`src/rtl/tlb_walker_if.sv`:
```
// Bundle of the miss, memory, fill and fault channels between the TLB, the page
// walker and memory. The walker uses the master view, its environment the slave view.
interface tlb_walker_if #(
    parameter int WAYS   = 8,
    parameter int PCID_W = 12
);
    localparam int WAY_W = $clog2(WAYS);

    logic              miss_valid;
    logic              miss_ready;
    logic [63:0]       miss_vaddr;
    logic [PCID_W-1:0] miss_pcid;
    logic [63:0]       cr3;

    logic              mem_req_valid;
    logic              mem_req_ready;
    logic [63:0]       mem_req_addr;
    logic              mem_rsp_valid;
    logic [63:0]       mem_rsp_data;

    logic              fill_valid;
    logic [63:0]       fill_va;
    logic [63:0]       fill_pa;
    logic [PCID_W-1:0] fill_pcid;
    logic [WAY_W-1:0]  fill_way;

    logic              fault_valid;
    logic [1:0]        fault_cause;
    logic [1:0]        fault_level;

    modport master (
        input  miss_valid, miss_vaddr, miss_pcid, cr3,
        input  mem_req_ready, mem_rsp_valid, mem_rsp_data,
        output miss_ready, mem_req_valid, mem_req_addr,
        output fill_valid, fill_va, fill_pa, fill_pcid, fill_way,
        output fault_valid, fault_cause, fault_level
    );

    modport slave (
        output miss_valid, miss_vaddr, miss_pcid, cr3,
        output mem_req_ready, mem_rsp_valid, mem_rsp_data,
        input  miss_ready, mem_req_valid, mem_req_addr,
        input  fill_valid, fill_va, fill_pa, fill_pcid, fill_way,
        input  fault_valid, fault_cause, fault_level
    );
endinterface

```
`src/rtl/tlb_walker.sv`:
```
// Four-level x86-64 page-table walker: takes a TLB miss, issues one PTE read at a
// time, and ends with either a one-cycle TLB fill or a one-cycle fault strobe.
module tlb_walker #(
    parameter int WAYS   = 8,
    parameter int PCID_W = 12
) (
    input logic         clk,
    input logic         rst_n,
    tlb_walker_if.master bus
);
    localparam int WAY_W = $clog2(WAYS);

    typedef enum logic [2:0] {
        S_IDLE,
        S_REQ,
        S_WAIT,
        S_FILL,
        S_FAULT
    } state_t;

    localparam logic [1:0] CAUSE_NOT_PRESENT  = 2'b01;
    localparam logic [1:0] CAUSE_NON_CANONICAL = 2'b10;

    state_t            r_state;
    logic [63:12]      r_va;
    logic [PCID_W-1:0] r_pcid;
    logic [1:0]        r_level;
    logic [WAY_W-1:0]  r_way_ptr;

    logic              r_miss_ready;
    logic              r_req_valid;
    logic [63:0]       r_req_addr;
    logic              r_fill_valid;
    logic [63:0]       r_fill_va;
    logic [63:0]       r_fill_pa;
    logic [PCID_W-1:0] r_fill_pcid;
    logic [WAY_W-1:0]  r_fill_way;
    logic              r_fault_valid;
    logic [1:0]        r_fault_cause;
    logic [1:0]        r_fault_level;

    logic              w_canonical;

    // Bits 63:47 must be a sign extension of bit 47.
    assign w_canonical = (&bus.miss_vaddr[63:47]) | ~(|bus.miss_vaddr[63:47]);

    function automatic logic [8:0] va_idx(input logic [63:12] va, input logic [1:0] lvl);
        logic [8:0] idx;
        case (lvl)
            2'd0:    idx = va[47:39];
            2'd1:    idx = va[38:30];
            2'd2:    idx = va[29:21];
            default: idx = va[20:12];
        endcase
        return idx;
    endfunction

    always_ff @(posedge clk) begin
        // NOTE: reset is synchronous, so it lives inside the clocked block and every
        // register, including the strobes and held fill/fault fields, gets a value here.
        if (!rst_n) begin
            r_state       <= S_IDLE;
            r_va          <= '0;
            r_pcid        <= '0;
            r_level       <= '0;
            r_way_ptr     <= '0;
            r_miss_ready  <= 1'b1;
            r_req_valid   <= 1'b0;
            r_req_addr    <= '0;
            r_fill_valid  <= 1'b0;
            r_fill_va     <= '0;
            r_fill_pa     <= '0;
            r_fill_pcid   <= '0;
            r_fill_way    <= '0;
            r_fault_valid <= 1'b0;
            r_fault_cause <= '0;
            r_fault_level <= '0;
        end else begin
            // NOTE: non-blocking assignments throughout, so every branch reads the
            // pre-edge values of r_level, r_way_ptr etc. regardless of statement order.
            case (r_state)
                S_IDLE: begin
                    if (bus.miss_valid && r_miss_ready) begin
                        r_va         <= bus.miss_vaddr[63:12];
                        r_pcid       <= bus.miss_pcid;
                        r_level      <= 2'd0;
                        r_miss_ready <= 1'b0;
                        if (!w_canonical) begin
                            r_state       <= S_FAULT;
                            r_fault_valid <= 1'b1;
                            r_fault_cause <= CAUSE_NON_CANONICAL;
                            r_fault_level <= 2'd0;
                        end else begin
                            // The root is only needed for the first PTE address, so it
                            // is folded into the request address instead of stored.
                            r_state     <= S_REQ;
                            r_req_valid <= 1'b1;
                            r_req_addr  <= {12'h0, bus.cr3[51:12], bus.miss_vaddr[47:39], 3'b000};
                        end
                    end
                end

                S_REQ: begin
                    if (bus.mem_req_ready) begin
                        r_req_valid <= 1'b0;
                        r_state     <= S_WAIT;
                    end
                end

                S_WAIT: begin
                    if (bus.mem_rsp_valid) begin
                        if (!bus.mem_rsp_data[0]) begin
                            r_state       <= S_FAULT;
                            r_fault_valid <= 1'b1;
                            r_fault_cause <= CAUSE_NOT_PRESENT;
                            r_fault_level <= r_level;
                        end else if (r_level == 2'd3) begin
                            r_state      <= S_FILL;
                            r_fill_valid <= 1'b1;
                            r_fill_va    <= {r_va, 12'h0};
                            r_fill_pa    <= {12'h0, bus.mem_rsp_data[51:12], 12'h0};
                            r_fill_pcid  <= r_pcid;
                            r_fill_way   <= r_way_ptr;
                            r_way_ptr    <= r_way_ptr + WAY_W'(1);
                        end else begin
                            r_state     <= S_REQ;
                            r_level     <= r_level + 2'd1;
                            r_req_valid <= 1'b1;
                            r_req_addr  <= {12'h0, bus.mem_rsp_data[51:12],
                                            va_idx(r_va, r_level + 2'd1), 3'b000};
                        end
                    end
                end

                S_FILL: begin
                    r_fill_valid <= 1'b0;
                    r_miss_ready <= 1'b1;
                    r_state      <= S_IDLE;
                end

                S_FAULT: begin
                    r_fault_valid <= 1'b0;
                    r_miss_ready  <= 1'b1;
                    r_state       <= S_IDLE;
                end

                default: begin
                    r_state      <= S_IDLE;
                    r_miss_ready <= 1'b1;
                    r_req_valid  <= 1'b0;
                end
            endcase
        end
    end

    assign bus.miss_ready    = r_miss_ready;
    assign bus.mem_req_valid = r_req_valid;
    assign bus.mem_req_addr  = r_req_addr;
    assign bus.fill_valid    = r_fill_valid;
    assign bus.fill_va       = r_fill_va;
    assign bus.fill_pa       = r_fill_pa;
    assign bus.fill_pcid     = r_fill_pcid;
    assign bus.fill_way      = r_fill_way;
    assign bus.fault_valid   = r_fault_valid;
    assign bus.fault_cause   = r_fault_cause;
    assign bus.fault_level   = r_fault_level;
endmodule

```
`src/flat_wrapper.sv`:
```
// flat-port wrapper written by rule: the top's interface ports become plain ports
module tlb_walker_flat 
#(
    parameter int WAYS   = 8,
    parameter int PCID_W = 12
)
  (clk, rst_n, bus_miss_valid, bus_miss_vaddr, bus_miss_pcid, bus_cr3, bus_mem_req_ready, bus_mem_rsp_valid, bus_mem_rsp_data, bus_miss_ready, bus_mem_req_valid, bus_mem_req_addr, bus_fill_valid, bus_fill_va, bus_fill_pa, bus_fill_pcid, bus_fill_way, bus_fault_valid, bus_fault_cause, bus_fault_level);
  tlb_walker_if #(.WAYS(WAYS), .PCID_W(PCID_W)) bus_i ();
  input logic clk;
  input logic rst_n;
  input wire logic [$bits(bus_i.miss_valid)-1:0] bus_miss_valid;
  input wire logic [$bits(bus_i.miss_vaddr)-1:0] bus_miss_vaddr;
  input wire logic [$bits(bus_i.miss_pcid)-1:0] bus_miss_pcid;
  input wire logic [$bits(bus_i.cr3)-1:0] bus_cr3;
  input wire logic [$bits(bus_i.mem_req_ready)-1:0] bus_mem_req_ready;
  input wire logic [$bits(bus_i.mem_rsp_valid)-1:0] bus_mem_rsp_valid;
  input wire logic [$bits(bus_i.mem_rsp_data)-1:0] bus_mem_rsp_data;
  output wire logic [$bits(bus_i.miss_ready)-1:0] bus_miss_ready;
  output wire logic [$bits(bus_i.mem_req_valid)-1:0] bus_mem_req_valid;
  output wire logic [$bits(bus_i.mem_req_addr)-1:0] bus_mem_req_addr;
  output wire logic [$bits(bus_i.fill_valid)-1:0] bus_fill_valid;
  output wire logic [$bits(bus_i.fill_va)-1:0] bus_fill_va;
  output wire logic [$bits(bus_i.fill_pa)-1:0] bus_fill_pa;
  output wire logic [$bits(bus_i.fill_pcid)-1:0] bus_fill_pcid;
  output wire logic [$bits(bus_i.fill_way)-1:0] bus_fill_way;
  output wire logic [$bits(bus_i.fault_valid)-1:0] bus_fault_valid;
  output wire logic [$bits(bus_i.fault_cause)-1:0] bus_fault_cause;
  output wire logic [$bits(bus_i.fault_level)-1:0] bus_fault_level;
  assign bus_i.miss_valid = bus_miss_valid;
  assign bus_i.miss_vaddr = bus_miss_vaddr;
  assign bus_i.miss_pcid = bus_miss_pcid;
  assign bus_i.cr3 = bus_cr3;
  assign bus_i.mem_req_ready = bus_mem_req_ready;
  assign bus_i.mem_rsp_valid = bus_mem_rsp_valid;
  assign bus_i.mem_rsp_data = bus_mem_rsp_data;
  assign bus_miss_ready = bus_i.miss_ready;
  assign bus_mem_req_valid = bus_i.mem_req_valid;
  assign bus_mem_req_addr = bus_i.mem_req_addr;
  assign bus_fill_valid = bus_i.fill_valid;
  assign bus_fill_va = bus_i.fill_va;
  assign bus_fill_pa = bus_i.fill_pa;
  assign bus_fill_pcid = bus_i.fill_pcid;
  assign bus_fill_way = bus_i.fill_way;
  assign bus_fault_valid = bus_i.fault_valid;
  assign bus_fault_cause = bus_i.fault_cause;
  assign bus_fault_level = bus_i.fault_level;
  tlb_walker #(.WAYS(WAYS), .PCID_W(PCID_W)) u_core (.clk(clk), .rst_n(rst_n), .bus(bus_i));
endmodule
```
`config.mk`:
```
export PLATFORM = sky130hd
export DESIGN_NAME = tlb_walker_flat
export DESIGN_NICKNAME = d
export VERILOG_FILES = /design/src/rtl/tlb_walker_if.sv /design/src/rtl/tlb_walker.sv /design/src/flat_wrapper.sv
export SDC_FILE = /design/constraint.sdc
export NUM_CORES = 1
export LEC_CHECK = 0
export ABC_CLOCK_PERIOD_IN_PS = 1800
export BUFFER_PORTS_ARGS = -buffer_cell sky130_fd_sc_hd__buf_2
export CORE_AREA = 2 2 167 169
export CTS_CLUSTER_DIAMETER = 30
export CTS_CLUSTER_SIZE = 25
export DETAILED_ROUTE_END_ITERATION = 8
export DIE_AREA = 0 0 169 171
export GPL_ROUTABILITY_DRIVEN = 0
export HOLD_SLACK_MARGIN = 0.15
export PLACE_DENSITY = 0.65
export SYNTH_ARGS = -nofsm -noshare
export SYNTH_HDL_FRONTEND = slang
export SYNTH_SLANG_ARGS = --single-unit
```
`constraint.sdc`:
```
create_clock -name clk -period 1.8 [get_ports clk]
set_input_delay 0.09 -clock clk [delete_from_list [all_inputs] [get_ports clk]]
set_output_delay 0.09 -clock clk [all_outputs]
set_load 0.02 [all_outputs]
```
==> impl_results.md, run 1 <==
* Result of the run: completed
* Final-report max-slew violation count at 0
* Initial cell density of the core at 0.353
* Clock insertion delay at the later pin of the skew report at 0.54 ns
* Overflow left after global routing at 0
* Final clock skew at 0.0175 ns
* Top cells by area, synth: dfxtp_1 49%, nand2_1 18%, a21oi_1 9.3%
* Library cell with the largest summed area after synthesis: dfxtp_1
* Final count of negative-setup-slack endpoints at 0
* Residual antenna-violating net count after detailed routing at 0
* CP Max Fanout at 31
* Clock Sink Count at 236
* Area inside the core boundary at 0.0273 mm2
* Global-route wire length before repair at 52.8 mm
* Port Buffers at 313
* Number of filler cells placed in the layout at 2357
* Floorplan row count at 61
* Overall Global Routing Usage at 0.226
* Most used DFF post-synth: dfxtp_1
* Startpoint class of the critical path: flop
* Buffer type at the clock tree root: clkbuf_16
* Die area at 0.0289 mm2
* Crit path kind: reg -> reg
* Portion of netlist area occupied by mux cells at 0
* Time the worst path needs with I/O delays and setup at 1.74 ns
* Crit path arrival time at 2.20 ns
* Largest net degree at the start of global routing at 61
* Fraction of layout cells with a size suffix above 1 at 0.303
* Count of TritonRoute iterations in the first routing pass at 6
* Async set or reset register ratio after synthesis at 0
* Period utilization at 0.966
* Total CTS buffers at 52
* Sequential fraction of the synthesis area at 0.490
* Synthesized-area fraction occupied by adder cells at 0.00649
* Average detailed-routed wire length per instance at 17.1 um
* Total standard cell area after synthesis at 0.00963 mm2
* Mean cell area of the mapped netlist at 7.91 um2
* TritonCTS clock tree: yes
* Power per unit of standard cell area at 1070 mW/mm2
* Count of final hold-check violations at 0
* Detailed-placement wirelength estimate at 22.0 mm
* Required time of the worst setup path at 2.26 ns
* Vias per cell at 5.08
* Post-synthesis sequential element count at 236
* Sort of element at the end of the critical path: flop
* Commonest cells in the netlist: 459 x nand2_1, 236 x dfxtp_1, 179 x a21oi_1, 62 x clkbuf_1, 56 x nand3_1
* Xor-xnor portion of the synthesized cell area at 0.00182
* Die boundary height at 171 um
* Normalized max-slew margin at 0.546
* Synthesized-area fraction occupied by ao, oa, aoi and oai cells at 0.182
* Number of maximum-capacitance constraint violations at 0
* Path class of the lowest-slack min-delay path: in -> reg
* Layout area overhead at 58.5%
* Post-Synth Simple-Gate Area at 0.231
* Hold slack at 0.332 ns
* Yosys top cell area share at 0.490
* Count of vias placed by the detailed router at 10600
* Most frequent cell after synthesis: nand2_1
* Chip Width at 169 um
* DRC violation count after routing at 0
* Largest family of logic cells by synthesized area: simple AND/OR/NAND/NOR gates
* # nets final at 1910
* Clock transition at the registers of the reported paths at 0.05 ns
* Number of enable-type register cells in the synthesized netlist at 0
* Post-Syn Instances at 1218
* Synth unique cells at 44
* Number of primary I/O pins at 424
* Final TNS setup at 0 ns
* Number of synthesis warnings at 0
* Via count of the first global-routing pass at 10300
* Worst Tran Pin Value at 0.681 ns
* Initial drt markers at 756
* VDD IR max at 789 uV
* Final routed wirelength across all metal layers at 35.6 mm
* Achievable Freq at 575 MHz
* Leakage dissipation at 6.63 nW
* Number of H-tree levels at 2
* Number of antenna violations at the first check in global routing at 2
* Number of buffers between clock root and the deepest sink at 3
## flip-flops by register name (all words and copies together), names as in the netlist, 2 cells and up
name                     flops
u_core.r_pcid               12
u_core.bus.fault_level       2
u_core.r_way_ptr             3
u_core.bus.mem_req_addr     49
u_core.bus.fill_pcid        12
u_core.r_va                 52
u_core.r_level               2
u_core.bus.fill_va          52
u_core.bus.fault_cause       2
u_core.bus.fill_pa          40
u_core.r_state               3
u_core.bus.fill_way          3
## through the flow
step           cell area [um2]  setup WS, ns  power (mW)  cells  utilization
2_1_floorplan             9820        0.0349        6.06   1268            -
3_3_place_gp             11600       -0.0923        6.39   1831        0.426
3_5_place_dp             11600       -0.0571        6.39   1831        0.426
4_1_cts                  15000        0.0118        16.4   2076        0.548
5_1_grt                  15300       -0.0146        16.8   2085        0.559
6_report                 15300        0.0605        16.3   2085        0.559
## power breakdown
part / internal, mW / switching [mW] / total [mW]
Clock: 6.65 / 3.05 / 9.69
Combinational: 0.558 / 0.646 / 1.20
Sequential: 5.34 / 0.0837 / 5.42
Total: 12.5 / 3.77 / 16.3
## critical path: stages, from the launching register on
cell and delay, ns:
dfxtp_4 0.35, buf_4 0.14, buf_4 0.13, nand3b_1 0.24, nor3_4 0.21, buf_12 0.16
buf_12 0.18, nand2_1 0.09, a21oi_1 0.14
## layout make-up
type	instances	area (um2)	area share
clock inverter	32	415	0.0272
timing repair buffer	524	3860	0.253
multi-input combinational	877	4410	0.289
sequential	236	4730	0.310
tap	346	433	0.0283
clock buffer	63	1390	0.0913
antenna	2	5.00	0.000328
inverter	5	23.8	0.00156
## final timing paths
check	start	endpoint	depth (start not counted)	slack, ns
hold reg to reg	u_core.r_va[61]	u_core.bus.fill_va[61]	2	0.44
hold / removal	bus_miss_pcid[6]	u_core.r_pcid[6]	4	0.33
setup / recovery	u_core.r_state[1]	u_core.r_pcid[1]	8	0.06
setup reg to reg	u_core.r_state[1]	u_core.r_pcid[1]	8	0.06
## timing repair
| item | CTS | global route |
|---|---|---|
| pin swaps | 0 | 8 |
| endpoints found under the hold margin | 178 | 3 |
| setup endpoints to repair | 47 | 148 |
| gates resized for setup | 7 | 27 |
| gates cloned | 0 | 5 |
| buffers inserted | 0 | 2 |
| hold buffers | 150 | 3 |
## metal layers
layer	vias up	routed length, um	global-route usage
met4	0	1360	0.102
met5	-	0	0
met2	520	16900	0.391
met1	4964	14400	0.259
met3	109	2970	0.0673
li1	4999	-	-
## cells in the final DEF, fill, tap and decap left out, types with 8 or more instances in the layout
cell / instances
o221a_2: 41
buf_2: 310
nand3_1: 55
dfxtp_1: 233
o221a_1: 9
buf_12: 18
nand2_1: 458
dlygate4sd3_1: 150
bufinv_16: 8
o21ai_0: 11
clkbuf_16: 57
a222oi_1: 9
conb_1: 51
nor2_1: 11
buf_4: 36
a21oi_1: 178
## logic make-up after synthesis
family,Yosys count
AO/OA/AOI/OAI,267
XOR/XNOR,2
adder cells (fa/ha/maj),5
buffers and inverters,155
flip-flops,236
other,1
AND/OR/NAND/NOR,552
No activity file was read; power rests on OpenSTA's default activity.
==> inputs of run 2 (changes only) <==
--- a/config.mk
+++ b/config.mk
@@ -5,16 +5,17 @@
 export SDC_FILE = /design/constraint.sdc
 export NUM_CORES = 1
 export LEC_CHECK = 0
+export ABC_AREA = 1
 export ABC_CLOCK_PERIOD_IN_PS = 1800
 export BUFFER_PORTS_ARGS = -buffer_cell sky130_fd_sc_hd__buf_2
-export CORE_AREA = 2 2 167 169
+export CORE_AREA = 2 2 166 168
 export CTS_CLUSTER_DIAMETER = 30
 export CTS_CLUSTER_SIZE = 25
 export DETAILED_ROUTE_END_ITERATION = 8
-export DIE_AREA = 0 0 169 171
+export DIE_AREA = 0 0 168 170
 export GPL_ROUTABILITY_DRIVEN = 0
 export HOLD_SLACK_MARGIN = 0.15
-export PLACE_DENSITY = 0.65
+export PLACE_DENSITY = 0.66
 export SYNTH_ARGS = -nofsm -noshare
 export SYNTH_HDL_FRONTEND = slang
 export SYNTH_SLANG_ARGS = --single-unit
==> impl_results.md, run 2 <==
* Residual antenna-violating net count after detailed routing at 0 (unchanged)
* Number of enable-type register cells in the synthesized netlist at 0 (unchanged)
* Average detailed-routed wire length per instance at 15.3 um (-10%)
* Top cells by area, synth: dfxtp_1 49%, o21ai_0 14%, a21oi_1 8.9%
* Startpoint class of the critical path: flop
* Power per unit of standard cell area at 1170 mW/mm2 (+9.3%)
* Number of placed instances, taps included at 1846 (+0.82%)
* GR Util met2 at 0.357 (-0.0341)
* DRC violation count after routing at 0 (unchanged)
* Number of antenna violations at the first check in global routing at 2 (unchanged)
* Leading cell type in the layout, fill and taps excluded: buf_2
* Port Buffers at 313 (unchanged)
* Time the worst path needs with I/O delays and setup at 1.73 ns (-0.0137 ns)
* Period utilization at 0.959 (-0.00762)
* Library cell with the largest summed area after synthesis: dfxtp_1
* Fraction of layout cells with a size suffix above 1 at 0.282 (-0.0211)
* Die area at 0.0286 mm2 (-1.2%)
* Part of the power in the clock network at 0.564 (-0.030)
* Number of primary I/O pins at 424 (unchanged)
* Crit path kind: reg -> reg
* Required time of the worst setup path at 2.22 ns (-0.04 ns)
* Clock insertion delay at the later pin of the skew report at 0.55 ns (about the same)
* Global-route wire length before repair at 49.4 mm (-6.4%)
* Buffer type at the clock tree root: clkbuf_16
* Fraction of power spent switching nets at 0.253 (+0.0214)
* Top Usage Layer GRT: met2
* Internal cell power at 13.1 mW (+4.4%)
* Via count of the first global-routing pass at 9544 (-7.0%)
* Leakage dissipation at 7.12 nW (+7.3%)
* VDD IR max at 800 uV (+1.4%)
* Final count of negative-setup-slack endpoints at 0 (unchanged)
* Post-Layout Cell Count at 2108 (+1.1%)
* Chip Width at 168 um (-0.59%)
* Sequential fraction of the synthesis area at 0.494 (+0.00405)
* Count of vias placed by the detailed router at 10100 (-4.9%)
* Number of H-tree levels at 2 (unchanged)
* Crit path arrival time at 2.15 ns (-0.05 ns)
* Final TNS setup at 0 ns (unchanged)
* Sort of element at the end of the critical path: flop
* Mean cell area of the mapped netlist at 7.69 um2 (-2.8%)
* Met3 GRT Util at 0.0633 (-0.00406)
* # nets final at 1934 (+1.3%)
* Area inside the core boundary at 0.0267 mm2 (-2.5%)
* Total standard cell area after synthesis at 0.00956 mm2 (-0.82%)
* Most used DFF post-synth: dfxtp_1
* Overflow left after global routing at 0 (unchanged)
* Logic gate share of total power at 0.114 (+0.040)
* Most frequent cell after synthesis: o21ai_0
* Unrepaired setup endpoints after global routing: true
* Layout area overhead at 57.1%
* Commonest cells in the netlist: 268 x o21ai_0, 236 x dfxtp_1, 169 x a21oi_1, 155 x nor2_1, 103 x inv_1
* Met1 Track Usage GR at 0.257 (-0.00202)
* Post-synthesis sequential element count at 236 (unchanged)
* Initial drt markers at 546 (-28%)
* Achievable Freq at 579 MHz (+0.79%)
* Count of TritonRoute iterations in the first routing pass at 5 (-1)
* Post-Syn Instances at 1243 (+2.1%)
* Final routed wirelength across all metal layers at 32.3 mm (-9.2%)
* Standard cell with the maximum stage delay on the critical path: dfxtp_4
* Most used cells in the layout excluding fill and tap cells: 312 x buf_2, 266 x o21ai_0, 231 x dfxtp_1
* Async set or reset register ratio after synthesis at 0 (unchanged)
* Total CTS buffers at 53 (+1.9%)
* Clock Sink Count at 236 (unchanged)
* Number of buffers between clock root and the deepest sink at 3 (unchanged)
* Switching power total at 4.43 mW (+17%)
* Initial cell density of the core at 0.359 (+0.00595)
* Floorplan row count at 60 (-1.6%)
* Delay of the slowest cell on the worst path at 0.35 ns (about the same)
* Overall Global Routing Usage at 0.214 (-0.0126)
* Number of maximum-capacitance constraint violations at 0 (unchanged)
* Number of synthesis warnings at 0 (unchanged)
* Die boundary height at 170 um (-0.58%)
* CP Max Fanout at 8 (-74%)
* Count of final hold-check violations at 0 (unchanged)
* Largest net degree at the start of global routing at 114 (+87%)
* Result of the run: completed
* Final clock skew at 0.0194 ns (+0.00196 ns)
* TritonCTS clock tree: yes
* Path class of the lowest-slack min-delay path: in -> reg
* Final-report max-slew violation count at 0 (unchanged)
* Yosys top cell area share at 0.494 (+0.00405)
* Clock transition at the registers of the reported paths at 0.05 ns (about the same)
* Portion of total power attributed to sequential cells at 0.323 (-0.009)
* Synth unique cells at 31 (-30%)
* Vias per cell at 4.78 (-5.9%)
* Detailed-placement wirelength estimate at 20.2 mm (-8.2%)
* Worst-path cell chain: nor2_4, nand2_4, inv_6, o21ai_2, o21ai_2, nor2_4, buf_12, buf_4, buf_4, o21ai_0, a21oi_1
==> run 2: final timing paths <==
| kind | depth (start not counted) | from | to | slack (ns) |
|---|---|---|---|---|
| worst min register to register | 2 | u_core.r_va[54] | u_core.bus.fill_va[54] | 0.45 |
| worst max register to register | 11 | u_core.r_state[2] | u_core.bus.fill_va[20] | 0.07 |
| worst min-delay path | 4 | bus_mem_rsp_data[35] | u_core.bus.fill_pa[35] | 0.34 |
| worst max-delay path | 11 | u_core.r_state[2] | u_core.bus.fill_va[20] | 0.07 |
==> run 2: critical path: cells and delay by family, from the launching register on <==
family / cells / cell delay (ns)
AO/OA/AOI/OAI: 4 / 0.38
buffers and inverters: 4 / 0.53
flip-flops: 1 / 0.35
AND/OR/NAND/NOR: 3 / 0.32
==> run 2: layout make-up <==
cell class	instances	area, um2
clock inverter	33	414
antenna	3	7.51
timing repair buffer	510	3660
sequential	236	4730
fill	2343	11600
inverter	110	428
clock buffer	66	1460
tap	341	427
multi-input combinational	809	3880
==> run 2: cell families after synthesis <==
family,Yosys count,synth area share
buffers and inverters,248,0.126
AOI/OAI and AO/OA,459,0.246
other,1,0.000392
adders and majority gates,5,0.00655
and+or+nand+nor,294,0.126
DFF,236,0.494
==> run 2: timing repair <==
item / 4_1_cts / 5_1_grt
endpoints found under the setup margin: 0 / 143
hold buffers: 149 / 0
setup buffers: 0 / 9
hold endpoints to repair: 202 / 0
gates resized for setup: 0 / 26
==> run 2: power groups by stage <==
stage | combinational, mW | clock [mW] | sequential, mW
2_1_floorplan | 0.997 | 0 | 5.86
3_3_place_gp | 1.66 | 0 | 5.73
3_5_place_dp | 1.68 | 0 | 5.74
4_1_cts | 1.94 | 10.0 | 5.65
5_1_grt | 2.19 | 10.4 | 5.68
6_report | 1.99 | 9.88 | 5.65
==> run 2: layer usage <==
layer,part of all wire,routed length [um]
met1,0.42,13500
met2,0.47,15100
met3,0.082,2660
met4,0.032,1030
met5,0,0
==> run 2: metrics by stage <==
| stage | worst slack, ns | cell area [um2] | hold WS, ns | util | total power [mW] |
|---|---|---|---|---|---|
| 6_report | 0.0742 | 15000 | 0.336 | 0.563 | 17.5 |
| 3_5_place_dp | 0.0430 | 11400 | 0.343 | 0.429 | 7.42 |
| 2_1_floorplan | 0.271 | 9740 | 0.225 | - | 6.86 |
| 4_1_cts | 0.0391 | 14800 | 0.313 | 0.555 | 17.6 |
| 5_1_grt | -0.0186 | 15000 | 0.346 | 0.563 | 18.2 |
| 3_3_place_gp | 0.0812 | 11400 | 0.337 | 0.429 | 7.39 |
==> inputs of run 3 (changes only) <==
==> constraint.sdc (replaced) <==
create_clock -name clk -period 1.8 [get_ports clk]
set_input_delay 0 -clock clk [delete_from_list [all_inputs] [get_ports clk]]
set_output_delay 0 -clock clk [all_outputs]
set_load 0.02 [all_outputs]
==> impl_results.md, run 3 (synthesized netlist as in run 2, its figures left out) <==
* Overflow left after global routing at 0 (unchanged)
* Number of buffers between clock root and the deepest sink at 3 (unchanged)
* Period utilization at 0.954 (-0.00457)
* Die boundary height at 170 um (unchanged)
* Residual antenna-violating net count after detailed routing at 0 (unchanged)
* Final-report max-slew violation count at 0 (unchanged)
* Total chip power at 16.0 mW (-9.0%)
* Worst hold stages at 4 (unchanged)
* Clock Sink Count at 236 (unchanged)
* Setup WS post-layout at 0.0825 ns (+0.00823 ns)
* Achievable Freq at 582 MHz (+0.48%)
* FF-to-FF Start: u_core.r_state[2]
* Required time of the worst setup path at 2.25 ns (+0.03 ns)
* Reg2Reg Setup Slack at 0.08 ns (about the same)
* Overall Global Routing Usage at 0.208 (-0.00611)
* Floorplan row count at 60 (unchanged)
* CP Max Fanout at 6 (-2)
* Leading cell type in the layout, fill and taps excluded: buf_2
* Count of final hold-check violations at 0 (unchanged)
* Clock transition at the registers of the reported paths at 0.05 ns (about the same)
* Chip Width at 168 um (unchanged)
* DRC violation count after routing at 0 (unchanged)
* Leakage dissipation at 6.92 nW (-2.7%)
* Post-placement worst setup slack at -0.0182 ns (-0.0613 ns)
* Buffer type at the clock tree root: clkbuf_16
* Final count of negative-setup-slack endpoints at 0 (unchanged)
* Beginning of the critical path: u_core.r_state[2]
* Via count of the first global-routing pass at 9380 (-1.7%)
* Final std cell area, no fill at 0.0146 mm2 (-2.5%)
* Hold slack at 0.252 ns (-0.0840 ns)
* Number of antenna violations at the first check in global routing at 2 (unchanged)
* Time the worst path needs with I/O delays and setup at 1.72 ns (-0.00823 ns)
* Crit path arrival time at 2.17 ns (+0.02 ns)
* Count of TritonRoute iterations in the first routing pass at 5 (unchanged)
* Detailed-placement wirelength estimate at 19.8 mm (-1.8%)
* Initial drt markers at 681 (+25%)
* Area inside the core boundary at 0.0267 mm2 (unchanged)
* Largest net degree at the start of global routing at 117 (+2.6%)
* Number of H-tree levels at 2 (unchanged)
* Layout area overhead at 53.2%
* Result of the run: completed
* Die area at 0.0286 mm2 (unchanged)
* Clock insertion delay at the later pin of the skew report at 0.54 ns (about the same)
* Vias per cell at 4.84 (+1.3%)
* Number of maximum-capacitance constraint violations at 0 (unchanged)
* Final clock skew at 0.0271 ns (+0.00763 ns)
* Instance area at placement at 0.0113 mm2 (-1.1%)
* VDD IR max at 741 uV (-7.3%)
* Most used cells in the layout excluding fill and tap cells: 312 x buf_2, 265 x o21ai_0, 231 x dfxtp_1
* Final TNS setup at 0 ns (unchanged)
* Path class of the lowest-slack min-delay path: in -> reg
* Startpoint class of the critical path: flop
* TritonCTS clock tree: yes
* Initial cell density of the core at 0.359 (unchanged)
* Fraction of layout cells with a size suffix above 1 at 0.266 (-0.0160)
* Reg-to-reg endpoint: u_core.bus.fill_va[12]
* Total CTS buffers at 46 (-13%)
* Number of primary I/O pins at 424 (unchanged)
* Average detailed-routed wire length per instance at 15.9 um (+3.4%)
* Port Buffers at 313 (unchanged)
* Global-route wire length before repair at 48.1 mm (-2.5%)
* # nets final at 1919 (-0.78%)
* Count of vias placed by the detailed router at 10100 (+0.22%)
* Crit path kind: reg -> reg
* Sort of element at the end of the critical path: flop
* Power per unit of standard cell area at 1090 mW/mm2 (-6.7%)
* Final routed wirelength across all metal layers at 33.1 mm (+2.3%)
* Number of filler cells placed in the layout at 2337 (-0.26%)
* Worst Hold Path EP: u_core.bus.fill_pa[49]
* Logic depth of the worst register-to-register path at 11 (unchanged)
* Hold path start: bus_mem_rsp_data[49]
==> run 3: cell types whose count changed in the layout (fill, tap and decap cells not counted), sizes merged <==
cell and change:
buf -12, inv +3, clkinvlp -2, clkbuf -3, bufinv -3, clkinv -5
==> run 3: final cells by class <==
cell class              count  area, um2  share of cell area
flip-flops and latches    236       4730               0.323
multi-input cells         809       3860               0.264
repair buffers            502       3650               0.249
clock buffers              59       1220              0.0833
inverters                 110        435              0.0297
well taps                 341        427              0.0291
clock inverters            26        304              0.0208
diodes                      3       7.51            0.000513
==> run 3: where the power goes <==
part	leakage (nW)	internal, mW	switching [mW]
logic	4.27	0.814	1.18
clock network	0.731	5.43	2.88
registers	1.92	5.52	0.125
==> run 3: how the worst max path moves through the flow <==
stage,endpoint,cells past startpoint
detailed placement,u_core.bus.mem_req_addr[33],9
floorplan,u_core.bus.mem_req_addr[11],9
global route,u_core.bus.fill_way[0],11
finish,u_core.bus.fill_va[12],11
CTS,u_core.bus.fill_va[25],8
global placement,u_core.bus.mem_req_addr[29],9
==> run 3: worst max-delay path, cell delays in order, from the launching register on <==
cell,delay [ns]
dfxtp_2,0.37
nor2_4,0.06
nand2_4,0.10
inv_2,0.07
o21ai_2,0.09
o21ai_2,0.11
nor2_4,0.21
buf_12,0.17
clkbuf_16,0.15
buf_4,0.12
o21ai_0,0.06
nor2_1,0.13
==> run 3: timing repair <==
item,4_1_cts,5_1_grt
hold endpoints to repair,233,0
resized for setup,1,32
buffers inserted,0,6
setup endpoints to repair,9,177
hold buffers,149,0
pin swaps,0,1
gates cloned,0,7
==> run 3: stage by stage <==
step	util	instances
final	0.549	2086
after global routing	0.549	2085
after CTS	0.537	2070
after detailed placement	0.424	1836
after global placement	0.424	1836
after floorplan	-	1293
==> run 3: metal layers <==
metal	vias up	wire, um	global-route usage
li1	4956	-	-
met1	4608	13600	0.249
met2	459	15400	0.342
met3	76	2910	0.0628
met4	0	1120	0.0968
met5	-	0	0
